$ cat src/rtl/range_pkg.sv
// Shared definitions for the range-pair scorer: default widths, state encoding
// and the saturating counter increment.
package range_pkg;

  localparam int unsigned DEF_VAL_W = 8;
  localparam int unsigned DEF_CNT_W = 16;
  localparam int unsigned STATE_W   = 3;
  localparam int unsigned MAX_CNT_W = 32;

  localparam logic [STATE_W-1:0] S_IDLE    = 3'd0;
  localparam logic [STATE_W-1:0] S_L_LO    = 3'd1;
  localparam logic [STATE_W-1:0] S_L_HI    = 3'd2;
  localparam logic [STATE_W-1:0] S_R_LO    = 3'd3;
  localparam logic [STATE_W-1:0] S_R_HI    = 3'd4;
  localparam logic [STATE_W-1:0] S_COMPARE = 3'd5;
  localparam logic [STATE_W-1:0] S_DONE    = 3'd6;

  typedef enum logic [STATE_W-1:0] {
    ST_IDLE    = S_IDLE,
    ST_L_LO    = S_L_LO,
    ST_L_HI    = S_L_HI,
    ST_R_LO    = S_R_LO,
    ST_R_HI    = S_R_HI,
    ST_COMPARE = S_COMPARE,
    ST_DONE    = S_DONE
  } state_e;

  // Returns {hit, next}: hit is set when the increment was attempted at max_val.
  function automatic logic [MAX_CNT_W:0] sat_inc(input logic [MAX_CNT_W-1:0] val,
                                                  input logic [MAX_CNT_W-1:0] max_val);
    logic [MAX_CNT_W:0] res;
    if (val >= max_val) begin
      res = {1'b1, max_val};
    end else begin
      res = {1'b0, val + MAX_CNT_W'(1)};
    end
    return res;
  endfunction

endpackage

$ cat src/rtl/range_cmp.sv
// Combinational classification of one pair of inclusive ranges.
module range_cmp
  import range_pkg::*;
#(
  parameter int unsigned VAL_W = DEF_VAL_W
) (
  input  logic [VAL_W-1:0] l_lo_i,
  input  logic [VAL_W-1:0] l_hi_i,
  input  logic [VAL_W-1:0] r_lo_i,
  input  logic [VAL_W-1:0] r_hi_i,
  output logic             malformed_o,
  output logic             contain_o,
  output logic             overlap_o
);

  assign malformed_o = (l_lo_i > l_hi_i) | (r_lo_i > r_hi_i);
  assign contain_o   = ((l_lo_i <= r_lo_i) & (r_hi_i <= l_hi_i)) |
                       ((r_lo_i <= l_lo_i) & (l_hi_i <= r_hi_i));
  assign overlap_o   = (l_lo_i <= r_hi_i) & (r_lo_i <= l_hi_i);

endmodule

$ cat src/rtl/range_pair_scorer.sv
// Streaming scorer: collects four bounds per pair over valid/ready and keeps
// saturating totals of contained, overlapping, well-formed and malformed pairs.
module range_pair_scorer
  import range_pkg::*;
#(
  parameter int unsigned VAL_W = DEF_VAL_W,
  parameter int unsigned CNT_W = DEF_CNT_W
) (
  input  logic             clk,
  input  logic             rst_n,
  input  logic             start,
  input  logic [VAL_W-1:0] in_data,
  input  logic             in_valid,
  output logic             in_ready,
  input  logic             in_last,
  output logic [CNT_W-1:0] sum_contain,
  output logic [CNT_W-1:0] sum_overlap,
  output logic [CNT_W-1:0] pair_count,
  output logic [CNT_W-1:0] bad_count,
  output logic             sat,
  output logic             busy,
  output logic             done
);

  localparam logic [MAX_CNT_W-1:0] CNT_MAX = MAX_CNT_W'((64'd1 << CNT_W) - 64'd1);

  state_e state_q, state_d;
  logic [VAL_W-1:0] l_lo_q, l_lo_d, l_hi_q, l_hi_d;
  logic [VAL_W-1:0] r_lo_q, r_lo_d, r_hi_q, r_hi_d;
  logic             last_q, last_d;
  logic [CNT_W-1:0] contain_q, contain_d, overlap_q, overlap_d;
  logic [CNT_W-1:0] pair_q, pair_d, bad_q, bad_d;
  logic             sat_q, sat_d;
  logic             in_ready_q, in_ready_d, busy_q, busy_d, done_q, done_d;

  logic             beat, trunc;
  logic             malformed, contain, overlap;
  logic [CNT_W:0]   inc_contain, inc_overlap, inc_pair, inc_bad;

  // Narrow wrapper around the package increment: {hit, next} at CNT_W bits.
  function automatic logic [CNT_W:0] bump(input logic [CNT_W-1:0] v);
    logic [MAX_CNT_W:0] r;
    r = sat_inc(MAX_CNT_W'(v), CNT_MAX);
    return {r[MAX_CNT_W], CNT_W'(r[MAX_CNT_W-1:0])};
  endfunction

  assign inc_contain = bump(contain_q);
  assign inc_overlap = bump(overlap_q);
  assign inc_pair    = bump(pair_q);
  assign inc_bad     = bump(bad_q);

  range_cmp #(.VAL_W(VAL_W)) u_cmp (
    .l_lo_i      (l_lo_q),
    .l_hi_i      (l_hi_q),
    .r_lo_i      (r_lo_q),
    .r_hi_i      (r_hi_q),
    .malformed_o (malformed),
    .contain_o   (contain),
    .overlap_o   (overlap)
  );

  // in_ready_q is high exactly in the four GET states, so it qualifies a beat.
  assign beat  = in_valid & in_ready_q;
  assign trunc = beat & in_last &
                 ((state_q == ST_L_LO) | (state_q == ST_L_HI) | (state_q == ST_R_LO));

  always_comb begin
    state_d   = state_q;
    l_lo_d    = l_lo_q;
    l_hi_d    = l_hi_q;
    r_lo_d    = r_lo_q;
    r_hi_d    = r_hi_q;
    last_d    = last_q;
    contain_d = contain_q;
    overlap_d = overlap_q;
    pair_d    = pair_q;
    bad_d     = bad_q;
    sat_d     = sat_q;

    unique case (state_q)
      ST_IDLE, ST_DONE: begin
        if (start) begin
          contain_d = '0;
          overlap_d = '0;
          pair_d    = '0;
          bad_d     = '0;
          sat_d     = 1'b0;
          state_d   = ST_L_LO;
        end
      end
      ST_L_LO: begin
        if (beat) begin
          l_lo_d  = in_data;
          state_d = in_last ? ST_DONE : ST_L_HI;
        end
      end
      ST_L_HI: begin
        if (beat) begin
          l_hi_d  = in_data;
          state_d = in_last ? ST_DONE : ST_R_LO;
        end
      end
      ST_R_LO: begin
        if (beat) begin
          r_lo_d  = in_data;
          state_d = in_last ? ST_DONE : ST_R_HI;
        end
      end
      ST_R_HI: begin
        if (beat) begin
          r_hi_d  = in_data;
          last_d  = in_last;
          state_d = ST_COMPARE;
        end
      end
      ST_COMPARE: begin
        if (malformed) begin
          bad_d = inc_bad[CNT_W-1:0];
          sat_d = sat_d | inc_bad[CNT_W];
        end else begin
          pair_d = inc_pair[CNT_W-1:0];
          sat_d  = sat_d | inc_pair[CNT_W];
          if (contain) begin
            contain_d = inc_contain[CNT_W-1:0];
            sat_d     = sat_d | inc_contain[CNT_W];
          end
          if (overlap) begin
            overlap_d = inc_overlap[CNT_W-1:0];
            sat_d     = sat_d | inc_overlap[CNT_W];
          end
        end
        state_d = last_q ? ST_DONE : ST_L_LO;
      end
      default: state_d = ST_IDLE;
    endcase

    // A partial pair cut short by in_last is discarded and counted as bad.
    if (trunc) begin
      bad_d = inc_bad[CNT_W-1:0];
      sat_d = sat_d | inc_bad[CNT_W];
    end

    in_ready_d = (state_d == ST_L_LO) | (state_d == ST_L_HI) |
                 (state_d == ST_R_LO) | (state_d == ST_R_HI);
    busy_d     = in_ready_d | (state_d == ST_COMPARE);
    done_d     = (state_d == ST_DONE);
  end

  always_ff @(posedge clk or negedge rst_n) begin
    if (!rst_n) begin
      state_q    <= ST_IDLE;
      l_lo_q     <= '0;
      l_hi_q     <= '0;
      r_lo_q     <= '0;
      r_hi_q     <= '0;
      last_q     <= 1'b0;
      contain_q  <= '0;
      overlap_q  <= '0;
      pair_q     <= '0;
      bad_q      <= '0;
      sat_q      <= 1'b0;
      in_ready_q <= 1'b0;
      busy_q     <= 1'b0;
      done_q     <= 1'b0;
    end else begin
      state_q    <= state_d;
      l_lo_q     <= l_lo_d;
      l_hi_q     <= l_hi_d;
      r_lo_q     <= r_lo_d;
      r_hi_q     <= r_hi_d;
      last_q     <= last_d;
      contain_q  <= contain_d;
      overlap_q  <= overlap_d;
      pair_q     <= pair_d;
      bad_q      <= bad_d;
      sat_q      <= sat_d;
      in_ready_q <= in_ready_d;
      busy_q     <= busy_d;
      done_q     <= done_d;
    end
  end

  assign in_ready    = in_ready_q;
  assign sum_contain = contain_q;
  assign sum_overlap = overlap_q;
  assign pair_count  = pair_q;
  assign bad_count   = bad_q;
  assign sat         = sat_q;
  assign busy        = busy_q;
  assign done        = done_q;

endmodule

$ cat config.mk
export PLATFORM = sky130hd
export DESIGN_NAME = range_pair_scorer
export DESIGN_NICKNAME = d
export VERILOG_FILES = /design/src/rtl/range_pkg.sv /design/src/rtl/range_cmp.sv /design/src/rtl/range_pair_scorer.sv
export SDC_FILE = /design/constraint.sdc
export NUM_CORES = 1
export LEC_CHECK = 0
export ABC_AREA = 1
export CORE_ASPECT_RATIO = 0.75
export CORE_MARGIN = 8
export CORE_UTILIZATION = 51
export DETAILED_ROUTE_END_ITERATION = 7
export PLACE_DENSITY = 0.84
export RECOVER_POWER = 25
export REMOVE_ABC_BUFFERS = 1
export SKIP_CTS_REPAIR_TIMING = 1
export SLEW_MARGIN = 20
export SYNTH_ARGS = -nofsm -noshare
export SYNTH_HDL_FRONTEND = slang
export SYNTH_SLANG_ARGS = --single-unit
$ cat constraint.sdc
create_clock -name clk -period 3.04 [get_ports clk]
set_input_delay 0.608 -clock clk [delete_from_list [all_inputs] [get_ports clk]]
set_output_delay 0.608 -clock clk [all_outputs]
set_load 0.01 [all_outputs]
==> report_table.html <==
<table>
<tr><th>Metric</th><th>Value</th></tr>
<tr><th colspan="2">Synth</th></tr>
<tr><td>Dominant cells by area after synthesis</td><td>dfrtp_1 (37%), nand2_1 (15%), ha_1 (9.1%)</td></tr>
<tr><td>Main combinational cell family by area after synthesis</td><td>simple AND/OR/NAND/NOR gates</td></tr>
<tr><td>Number of enable flip-flop cells after synthesis</td><td>0</td></tr>
<tr><td>Sequential area share after synthesis</td><td>36.6%</td></tr>
<tr><td>Synth warn</td><td>0</td></tr>
<tr><td>Seq cells post-synth</td><td>104</td></tr>
<tr><td>Share of the synthesized netlist area taken by xor and xnor gates</td><td>2.34%</td></tr>
<tr><td>Per-instance average area after synthesis</td><td>7.44 um2</td></tr>
<tr><td>Adder-cell area share of the yosys netlist</td><td>9.14%</td></tr>
<tr><td>Top-area cell type share of the netlist area</td><td>36.6%</td></tr>
<tr><td>Post-synthesis cell area</td><td>7120 um2</td></tr>
<tr><td>Post-synth top area cell</td><td>dfrtp_1</td></tr>
<tr><td>Number of library cell types mapped by synthesis</td><td>43</td></tr>
<tr><td>Simple-Gate Fraction of Synth Area</td><td>31.1%</td></tr>
<tr><td>Fraction of the mapped netlist area in compound gates</td><td>12.0%</td></tr>
<tr><td>Post-synth top cells</td><td>nand2_1 (292), inv_1 (117), dfrtp_1 (104), o21ai_0 (79), nor2_1 (57)</td></tr>
<tr><td>Share of synthesized area spent on multiplexers</td><td>0.158%</td></tr>
<tr><td>Number of instances in the synthesized netlist</td><td>957</td></tr>
<tr><td>Most common cell in the netlist</td><td>nand2_1</td></tr>
<tr><td>Most frequently used flop master after synthesis</td><td>dfrtp_1</td></tr>
<tr><td>Async set-or-reset flop fraction in the synthesized netlist</td><td>100%</td></tr>
<tr><th colspan="2">Global route</th></tr>
<tr><td>Global router's overall resource usage</td><td>19.8%</td></tr>
<tr><td>Number of global-route vias before repair</td><td>6,227</td></tr>
<tr><td>Largest net degree at the start of global routing</td><td>51</td></tr>
<tr><td>Initial antenna violation count</td><td>0</td></tr>
<tr><td>First-pass GRT wire length</td><td>30,000 um</td></tr>
<tr><td>Global route overflow</td><td>0</td></tr>
<tr><th colspan="2">Timing</th></tr>
<tr><td>Final period demand of the worst path</td><td>2.58 ns</td></tr>
<tr><td>Setup-violating endpoint count in the final report</td><td>0</td></tr>
<tr><td>Total Negative Setup Slacks</td><td>0 ns</td></tr>
<tr><td>Hold Worst Slack</td><td>0.482 ns</td></tr>
<tr><td>Least setup slack across all paths after layout</td><td>0.460 ns</td></tr>
<tr><td>Part of the cycle the worst path needs</td><td>84.9%</td></tr>
<tr><td>Measured slew at the worst slew-check pin</td><td>1.33 ns</td></tr>
<tr><td>Fmax</td><td>388 MHz</td></tr>
<tr><td>RSZ-0062 raised after global routing</td><td>false</td></tr>
<tr><td>Final hold viol count</td><td>0</td></tr>
<tr><td>Worst clock skew</td><td>0.00830 ns</td></tr>
<tr><td>Relative slew slack</td><td>11.1%</td></tr>
<tr><td>Pins over their slew limit</td><td>0</td></tr>
<tr><th colspan="2">Die</th></tr>
<tr><td>Chip width</td><td>152 um</td></tr>
<tr><td>Cell row count</td><td>37</td></tr>
<tr><td>Top-level I/O count</td><td>81</td></tr>
<tr><td>Area of the core</td><td>13,700 um2</td></tr>
<tr><td>Floorplan die area</td><td>18,000 um2</td></tr>
<tr><td>Effective utilization at floorplan</td><td>52.1%</td></tr>
<tr><td>Die span in y</td><td>118 um</td></tr>
<tr><th colspan="2">Critical path</th></tr>
<tr><td>Startpoint types</td><td>register</td></tr>
<tr><td>Reg2Reg Depth</td><td>11</td></tr>
<tr><td>Worst Setup End Kind</td><td>register</td></tr>
<tr><td>Capturing point of the worst reg2reg path</td><td>sum_contain[5]$_DFFE_PN0P_</td></tr>
<tr><td>Start-to-end type of the worst setup path</td><td>register to register</td></tr>
<tr><td>Startpoint of the worst register-to-register path</td><td>r_lo_q[7]$_DFFE_PN0P_</td></tr>
<tr><td>Worst path arrival time</td><td>2.87 ns</td></tr>
<tr><td>Crit path required time</td><td>3.33 ns</td></tr>
<tr><td>Register-to-register setup slack</td><td>0.46 ns</td></tr>
<tr><td>Critical Path Start</td><td>r_lo_q[7]$_DFFE_PN0P_</td></tr>
<tr><td>Max FO, Critical Path</td><td>17</td></tr>
<tr><th colspan="2">CTS</th></tr>
<tr><td>Master cell of the clock root buffer</td><td>clkbuf_16</td></tr>
<tr><td>TritonCTS Buffers</td><td>9</td></tr>
<tr><td>Clock Latency Late Sink</td><td>0.36 ns</td></tr>
<tr><td>Clock-pin slew of the registers on the worst-case setup and hold paths</td><td>0.06 ns</td></tr>
<tr><td>H-tree Lvls</td><td>3</td></tr>
<tr><td>CTS tree</td><td>yes</td></tr>
<tr><td>Maximum clock path buffer count</td><td>2</td></tr>
<tr><td>Clock net sink count</td><td>104</td></tr>
<tr><th colspan="2">Place</th></tr>
<tr><td>Half-perimeter wire length of the detailed placement result</td><td>13,000 um</td></tr>
<tr><td>Worst setup timing slack at the placement stage</td><td>0.459 ns</td></tr>
<tr><td>Gpl congestion</td><td>0.897</td></tr>
<tr><td># port buffers</td><td>80</td></tr>
<tr><th colspan="2">Detailed routing</th></tr>
<tr><td>Mean routed wirelength per cell</td><td>14.5 um</td></tr>
<tr><td>Number of design rule violations left after detail routing</td><td>0</td></tr>
<tr><td>Initial detailed-routing violation count</td><td>482</td></tr>
<tr><td>Vias</td><td>6,525</td></tr>
<tr><td>Residual antenna-violating net count after detailed routing</td><td>0</td></tr>
<tr><td>Total wire length</td><td>17,500 um</td></tr>
<tr><td>Vias per cell</td><td>5.39</td></tr>
<tr><td>Number of iterations in the first detailed-routing pass</td><td>7</td></tr>
<tr><th colspan="2">Min path</th></tr>
<tr><td>Hold Path Origin</td><td>l_hi_q[1]$_DFFE_PN0P_</td></tr>
<tr><td>Worst Hold Class</td><td>register to register</td></tr>
<tr><td>Endpoint of the worst hold path</td><td>l_hi_q[1]$_DFFE_PN0P_</td></tr>
<tr><td>Count of cells along the worst hold path</td><td>2</td></tr>
<tr><th colspan="2">Layout</th></tr>
<tr><td>Post-layout nets</td><td>1,096</td></tr>
<tr><td>Final Util</td><td>60.7%</td></tr>
<tr><td>Filler cell count</td><td>1,162</td></tr>
<tr><td>Antenna diodes</td><td>0</td></tr>
<tr><td>Area grow syn2layout</td><td>16.5%</td></tr>
<tr><td>Share of layout cells above drive strength 1</td><td>7.43%</td></tr>
<tr><th colspan="2">Job</th></tr>
<tr><td>Max capacitance violation total</td><td>0</td></tr>
<tr><th colspan="2">Power and ir drop</th></tr>
<tr><td>Leakage power of the design</td><td>4.07 nW</td></tr>
<tr><td>Pwr dens</td><td>692 nW/um2</td></tr>
<tr><td>Max rail drop VDD</td><td>0.511 mV</td></tr>
<tr><th colspan="2">Status</th></tr>
<tr><td>Status</td><td>finished, final reports clean</td></tr>
</table>
[layout make-up]
type | count | area, um2 | share of cell area (%)
multi-input cells | 710 | 3890 | 47.0
clock buffers | 13 | 260 | 3.14
repair buffers | 84 | 818 | 9.87
well taps | 175 | 219 | 2.64
inverters | 122 | 458 | 5.52
clock inverters | 3 | 40.0 | 0.483
flip-flops and latches | 104 | 2600 | 31.4
[metal layers]
layer / part of all wire, % / track usage (%) / wire, um / vias up
met5: 0 / 0 / 0 / -
met2: 43 / 30.0 / 7480 / 216
li1: - / - / - / 3268
met3: 8.6 / 6.44 / 1500 / 24
met4: 1.7 / 5.30 / 295 / 0
met1: 47 / 26.8 / 8240 / 3017
[worst max-delay path by stage]
| stage | to | slack [ns] | depth (start not counted) |
|---|---|---|---|
| 3_5_place_dp | bad_count[6]$_DFFE_PN0P_ | 0.46 | 9 |
| 4_1_cts | sum_contain[7]$_DFFE_PN0P_ | 0.55 | 11 |
| 3_3_place_gp | bad_count[3]$_DFFE_PN0P_ | 0.53 | 9 |
| 6_report | sum_contain[5]$_DFFE_PN0P_ | 0.46 | 11 |
| 2_1_floorplan | sum_contain[0]$_DFFE_PN0P_ | 1.08 | 11 |
| 5_1_grt | sum_contain[7]$_DFFE_PN0P_ | 0.28 | 12 |
[cell families after synthesis]
| logic type | Yosys count |
|---|---|
| buf+inv | 143 |
| compound gates | 147 |
| xor+xnor | 19 |
| mux | 1 |
| flops | 104 |
| fa+ha+maj | 52 |
| simple gates | 491 |
[worst max-delay path: stages (launching register included)]
cell and delay, ns:
dfrtp_1 0.42, ha_1 0.32, nand2_1 0.07, nor2_1 0.21, nand4_1 0.19, nand2_2 0.18
nand3_4 0.22, inv_2 0.27, nand2_4 0.19, inv_2 0.26, nand2_1 0.10, nand2_1 0.07
[state kept, by name, indices dropped and copies added, names as in the netlist]
signal       count
sum_overlap     16
r_hi_q           8
l_lo_q           8
in_ready         1
state_q          3
pair_count      16
bad_count       16
l_hi_q           8
sum_contain     16
last_q           1
r_lo_q           8
sat              1
done             1
busy             1
[metrics by stage]
step	total power, mW	cells	cell area, um2
2_1_floorplan	3.78	936	6950
3_3_place_gp	4.40	1195	8000
3_5_place_dp	4.53	1195	8000
4_1_cts	5.75	1211	8300
5_1_grt	6.24	1211	8290
6_report	5.74	1211	8290
[layout by cell type, fill, tap and decap left out, types with 9 or more instances in the layout]
cell type / netlist / routed
dfrtp_1: 104 / 104
nand2_1: 292 / 292
inv_1: 117 / 117
ha_1: 52 / 52
a21oi_1: 25 / 25
clkbuf_16: 0 / 9
nor3_1: 23 / 23
o21ai_0: 79 / 79
clkdlybuf4s50_1: 0 / 79
nand4_1: 24 / 24
nor2_1: 57 / 57
nand3_1: 51 / 51
xor2_1: 14 / 14
o21ai_2: 17 / 17
[where the power goes]
group | switching [mW] | internal [mW] | leakage [nW]
clock network | 0.501 | 0.681 | 0.150
logic | 1.67 | 0.959 | 2.54
registers | 0.283 | 1.65 | 1.39
total | 2.45 | 3.29 | 4.07
Note: power is estimated with default switching activity, not from simulation.
